File: src/rtl/fifo_arb_pkg.sv
// Shared types and default sizing for the FIFO read-port arbiter.
package fifo_arb_pkg;

  typedef enum logic {
    IDLE  = 1'b0,
    BURST = 1'b1
  } state_e;

  localparam int unsigned DEF_NREQ       = 4;
  localparam int unsigned DEF_DATA_WIDTH = 32;
  localparam int unsigned DEF_MAX_BURST  = 4;

endpackage

File: src/rtl/rr_priority_picker.sv
// Combinational round-robin picker: first set request at or above rr_ptr, with wrap.
module rr_priority_picker
  import fifo_arb_pkg::*;
#(
  parameter int unsigned NREQ     = DEF_NREQ,
  parameter int unsigned ID_WIDTH = $clog2(NREQ)
) (
  input  logic [NREQ-1:0]     req,
  input  logic [ID_WIDTH-1:0] rr_ptr,
  output logic [ID_WIDTH-1:0] winner_c,
  output logic                any_req_c
);

  logic        found;
  int unsigned idx;

  // Scan all requesters starting from rr_ptr; the first hit wins.
  always_comb begin
    winner_c  = '0;
    found     = 1'b0;
    idx       = 0;
    any_req_c = |req;
    for (int unsigned i = 0; i < NREQ; i++) begin
      idx = 32'(rr_ptr) + i;
      if (idx >= NREQ) idx = idx - NREQ;
      if (!found && req[idx[ID_WIDTH-1:0]]) begin
        found    = 1'b1;
        winner_c = ID_WIDTH'(idx);
      end
    end
  end

endmodule

File: src/rtl/fifo_read_arbiter.sv
// Round-robin burst arbiter sharing one FWFT FIFO read port among NREQ consumers.
module fifo_read_arbiter
  import fifo_arb_pkg::*;
#(
  parameter int unsigned NREQ       = DEF_NREQ,
  parameter int unsigned DATA_WIDTH = DEF_DATA_WIDTH,
  parameter int unsigned MAX_BURST  = DEF_MAX_BURST,
  parameter int unsigned ID_WIDTH   = $clog2(NREQ)
) (
  input  logic                  clk,
  input  logic                  rst_n,
  input  logic [NREQ-1:0]       req,
  output logic [NREQ-1:0]       gnt,
  input  logic                  fifo_empty,
  input  logic [DATA_WIDTH-1:0] fifo_rdata,
  output logic                  fifo_ren,
  output logic                  resp_val,
  input  logic                  resp_rdy,
  output logic [DATA_WIDTH-1:0] resp_data,
  output logic [ID_WIDTH-1:0]   resp_id
);

  localparam int unsigned BEAT_W = $clog2(MAX_BURST + 1);

  state_e                state_q, state_d;
  logic [ID_WIDTH-1:0]   owner_q, owner_d;
  logic [ID_WIDTH-1:0]   rr_ptr_q, rr_ptr_d;
  logic [BEAT_W-1:0]     beats_q, beats_d;
  logic                  resp_val_q, resp_val_d;
  logic [DATA_WIDTH-1:0] resp_data_q, resp_data_d;
  logic [ID_WIDTH-1:0]   resp_id_q, resp_id_d;

  logic [ID_WIDTH-1:0]   winner_c;
  logic                  any_req_c;
  logic                  pop_c;
  logic [BEAT_W-1:0]     beats_inc_c;
  logic                  burst_done_c;

  rr_priority_picker #(
    .NREQ     (NREQ),
    .ID_WIDTH (ID_WIDTH)
  ) u_picker (
    .req       (req),
    .rr_ptr    (rr_ptr_q),
    .winner_c  (winner_c),
    .any_req_c (any_req_c)
  );

  // Pop only while the owner still wants data, the FIFO has a word and the response slot can take it.
  always_comb begin
    pop_c        = (state_q == BURST) && req[owner_q] && !fifo_empty && (!resp_val_q || resp_rdy);
    beats_inc_c  = beats_q + BEAT_W'(1);
    burst_done_c = (pop_c && (beats_inc_c == BEAT_W'(MAX_BURST))) || !req[owner_q] || fifo_empty;
  end

  // One-hot grant follows the owner while bursting.
  always_comb begin
    gnt = '0;
    if (state_q == BURST) gnt[owner_q] = 1'b1;
  end

  assign fifo_ren  = pop_c;
  assign resp_val  = resp_val_q;
  assign resp_data = resp_data_q;
  assign resp_id   = resp_id_q;

  // Next-state for FSM, beat counter, round-robin pointer and response slot.
  always_comb begin
    state_d     = state_q;
    owner_d     = owner_q;
    rr_ptr_d    = rr_ptr_q;
    beats_d     = beats_q;
    resp_val_d  = resp_val_q;
    resp_data_d = resp_data_q;
    resp_id_d   = resp_id_q;

    if (pop_c) begin
      resp_val_d  = 1'b1;
      resp_data_d = fifo_rdata;
      resp_id_d   = owner_q;
      beats_d     = beats_inc_c;
    end else if (resp_rdy) begin
      resp_val_d = 1'b0;
    end

    unique case (state_q)
      IDLE: begin
        if (any_req_c && !fifo_empty) begin
          state_d = BURST;
          owner_d = winner_c;
          beats_d = '0;
        end
      end
      BURST: begin
        if (burst_done_c) begin
          state_d  = IDLE;
          rr_ptr_d = (owner_q == ID_WIDTH'(NREQ - 1)) ? '0 : owner_q + ID_WIDTH'(1);
        end
      end
      default: state_d = IDLE;
    endcase
  end

  // State registers with asynchronous clear.
  always_ff @(posedge clk or negedge rst_n) begin
    if (!rst_n) begin
      state_q     <= IDLE;
      owner_q     <= '0;
      rr_ptr_q    <= '0;
      beats_q     <= '0;
      resp_val_q  <= 1'b0;
      resp_data_q <= '0;
      resp_id_q   <= '0;
    end else begin
      state_q     <= state_d;
      owner_q     <= owner_d;
      rr_ptr_q    <= rr_ptr_d;
      beats_q     <= beats_d;
      resp_val_q  <= resp_val_d;
      resp_data_q <= resp_data_d;
      resp_id_q   <= resp_id_d;
    end
  end

endmodule
File: config.mk
export PLATFORM = sky130hd
export DESIGN_NAME = fifo_read_arbiter
export DESIGN_NICKNAME = d
export VERILOG_FILES = /design/src/rtl/fifo_arb_pkg.sv /design/src/rtl/rr_priority_picker.sv /design/src/rtl/fifo_read_arbiter.sv
export SDC_FILE = /design/constraint.sdc
export NUM_CORES = 1
export LEC_CHECK = 0
export CORE_AREA = 2 2 79 81
export CTS_CLUSTER_DIAMETER = 60
export DETAILED_ROUTE_END_ITERATION = 16
export DIE_AREA = 0 0 81 83
export PLACE_DENSITY = 0.74
export SYNTH_ARGS = -nofsm -noshare
export SYNTH_HDL_FRONTEND = slang
export SYNTH_SLANG_ARGS = --single-unit
File: constraint.sdc
create_clock -name clk -period 3 [get_ports clk]
set_input_delay 0.3 -clock clk [delete_from_list [all_inputs] [get_ports clk]]
set_output_delay 0.3 -clock clk [all_outputs]
set_load 0.005 [all_outputs]
==> implementation parameters <==
Parameter                              Value

Timing
  Max-slew headroom at the worst pin ... 0.367
  Number of endpoints with negative hold slack in the final report ... 0
  Transition time of the tightest slew-check pin ... 950 ps
  Total negative slack for setup checks ... 0 ps
  RSZ-0062 raised after global routing ... false
  Worst setup skew after layout ... 3.73 ps
  Setup Viol. Count Final ... 0
  Final min period ... 2440 ps
  Achievable clock frequency ... 410 MHz
  Hold slack ... 143 ps
  Final Max Slew Viols ... 0
  Final Cycle Share ... 0.813

GRT
  Gr usage total ... 0.128
  Global-route congestion overflow total ... 0
  Antenna violations before repair ... 0
  First-pass GRT wire length ... 6680 um
  Largest net degree at the start of global routing ... 44
  Via count of the first global-routing pass ... 1,406

Setup path
  Kind of critical path ... input port to output port
  Worst-path maximum fanout ... 7
  Startpoint types ... input port
  Req. time, crit path ... 2700 ps
  Critical path data arrival time ... 2140 ps
  Endpoint kind of the worst setup timing path ... output port

Logic synthesis
  Async set or reset register ratio after synthesis ... 1.00
  Post-synthesis adder-cell area fraction ... 0.0373
  Combinational family with the most area after synthesis ... multiplexers
  Number of enable-type register cells in the synthesized netlist ... 0
  Fraction of the yosys area taken by sequential cells ... 0.534
  Fraction of the mapped netlist area in simple logic gates ... 0.0597
  Primary flip-flop cell chosen by synthesis mapping ... sky130_fd_sc_hd__dfrtp_1
  Post-Syn Area ... 2010 um2
  Number of warnings issued by yosys ... 0
  Post-Syn Area per Cell ... 14.5 um2
  Post-synthesis compound-gate area fraction ... 0.0696
  Post-synthesis cell count ... 139
  Synth cell types ... 26
  Syn nets ... 185
  Number of synthesized register bits ... 43
  Post-synthesis xor/xnor area fraction ... 0.00435
  Share of synthesized area spent on multiplexers ... 0.254

Floorplan
  Starting Density ... 0.346
  Number of placement rows ... 28
  CORE AREA ... 5820 um2
  Width of the chip ... 81 um
  I/O pin cnt ... 80
  Total Die Area ... 6720 um2
  Die Ht ... 83 um

Clock network
  Root buffer selected by CTS ... sky130_fd_sc_hd__clkbuf_8
  Setup Buffers After CTS ... 0
  Insertion delay of the later-clocked pin in the worst-skew pair ... 290 ps
  CTS clock-pin slew for the worst setup and hold paths ... 80 ps
  Number of buffers inserted during clock tree synthesis ... 5
  Post-cts gate resize count ... 0
  Clk buf depth ... 2
  Hold-fix buffers, CTS ... 0
  Number of levels the H-tree was split into ... 2
  CTS Sinks ... 43
  CTS tree ... done

Route
  Met1 Routed Length ... 1750 um
  Routed via count ... 1,372
  Routed wire length on met2 ... 1990 um
  Top sig layer ... met4
  Post-DR wirelength/cell ... 14.0 um
  Total Routed Length ... 4210 um
  DRC ... 0
  Number of detailed-route iterations in the first pass ... 4
  Met3 routed wirelength ... 397 um
  Number of design-rule violations left by the first detailed-router iteration ... 47
  DRT antenna net count ... 0
  Via-to-Cell Ratio ... 4.57

Finish
  Number of nets at the end of the flow ... 270
  Most frequent cells in the layout ... 78 x sky130_fd_sc_hd__clkdlybuf4s50_1, 43 x sky130_fd_sc_hd__dfrtp_1, 26 x sky130_fd_sc_hd__mux2_4
  Area added between synthesis and finish ... 46.5%
  Layout filler cell count ... 521
  Commonest non-fill, non-tap cell in the layout ... sky130_fd_sc_hd__clkdlybuf4s50_1
  Ant diodes ... 0
  Share of cells above drive strength 1 ... 0.222

Power and ir drop
  Power per unit of standard cell area ... 910 nW/um2
  P_leak ... 1.36 nW
  Final total power ... 2.68 mW
  Worst voltage drop across the vdd grid ... 0.481 mV

Placed design
  Post-DP HPWL ... 3100 um
  Global placement routability congestion ... 0.732
  Count of buffers inserted at the top-level ports ... 79

Job
  Max cap viols ... 0

Worst hold path
  Worst Hold Class ... input port to asynchronous set/reset pin

Status
  Outcome ... complete, no violations
power by group:
group	total (mW)	leakage, nW	switching [mW]	internal, mW
clock network	0.354	0.0477	0.195	0.159
logic	1.27	0.789	0.369	0.901
registers	1.06	0.522	0.198	0.862
routing by layer:
layer	up-vias	global-route usage
li1	659	-
met1	651	0.161
met2	54	0.192
met3	8	0.0598
met4	0	0.0462
met5	-	0
path summary, 6_finish.rpt:
check,from,end,slack (ps),depth (start not counted)
worst max register to register,beats_q[0],rr_ptr_q[0],980,5
min in group clk,resp_data[19],resp_data[19],510,1
worst max-delay path,req[3],fifo_ren,560,6
worst min-delay path,rst_n,resp_val,140,1
max in group asynchronous,rst_n,resp_data[23],2260,1
worst min register to register,resp_data[19],resp_data[19],510,1
flip-flops by register name, summed over array words and instances, names as in the netlist:
signal and cells:
beats_q 3, rr_ptr_q 2, owner_q 2, resp_val 1
state_q 1, resp_data 32, resp_id 2
synth_stat cells, types with 3 or more instances:
| library cell | instances | area, um2 |
|---|---|---|
| sky130_fd_sc_hd__inv_1 | 5 | 18.8 |
| sky130_fd_sc_hd__nand2_1 | 5 | 18.8 |
| sky130_fd_sc_hd__a21oi_1 | 3 | 15.0 |
| sky130_fd_sc_hd__mux2_2 | 9 | 101 |
| sky130_fd_sc_hd__dfrtp_1 | 43 | 1080 |
| sky130_fd_sc_hd__and2_1 | 5 | 31.3 |
| sky130_fd_sc_hd__ha_1 | 6 | 75.1 |
| sky130_fd_sc_hd__nor2_1 | 5 | 18.8 |
| sky130_fd_sc_hd__mux2_4 | 26 | 390 |
| sky130_fd_sc_hd__o41ai_1 | 3 | 26.3 |
| sky130_fd_sc_hd__o21ai_0 | 8 | 40.0 |
| sky130_fd_sc_hd__o211ai_1 | 3 | 22.5 |
per-stage QoR:
step           std cells  utilization  cell area [um2]  setup slack [ps]
6_report             300        0.507             2950               560
5_1_grt              300        0.507             2950               492
4_1_cts              300        0.507             2950               570
3_5_place_dp         292        0.493             2870               564
3_3_place_gp         292        0.493             2870               591
2_1_floorplan        139            -             2010              1140
cell type report:
class                      instances  area, um2  share of cell area
tap                               75       93.8              0.0318
timing repair buffer              82        821               0.278
clock inverter                     3       15.0             0.00509
inverter                           5       18.8             0.00636
clock buffer                       5       68.8              0.0233
sequential                        43       1080               0.365
multi-input combinational         87        856               0.290
critical path: stages:
cell and delay (ps):
sky130_fd_sc_hd__clkdlybuf4s50_1 560, sky130_fd_sc_hd__mux2i_1 130, sky130_fd_sc_hd__a2bb2oi_2 180, sky130_fd_sc_hd__or2_2 390, sky130_fd_sc_hd__inv_1 80, sky130_fd_sc_hd__clkdlybuf4s50_1 490
kinds of logic (layout without fill, tap and decap cells):
kind of cell,after synthesis,after routing
fa+ha+maj,6,6
compound gates,21,21
mux,37,37
simple gates,22,22
xor+xnor,1,1
flops,43,43
buf+inv,9,95
Power figures use the tool's default switching activity.
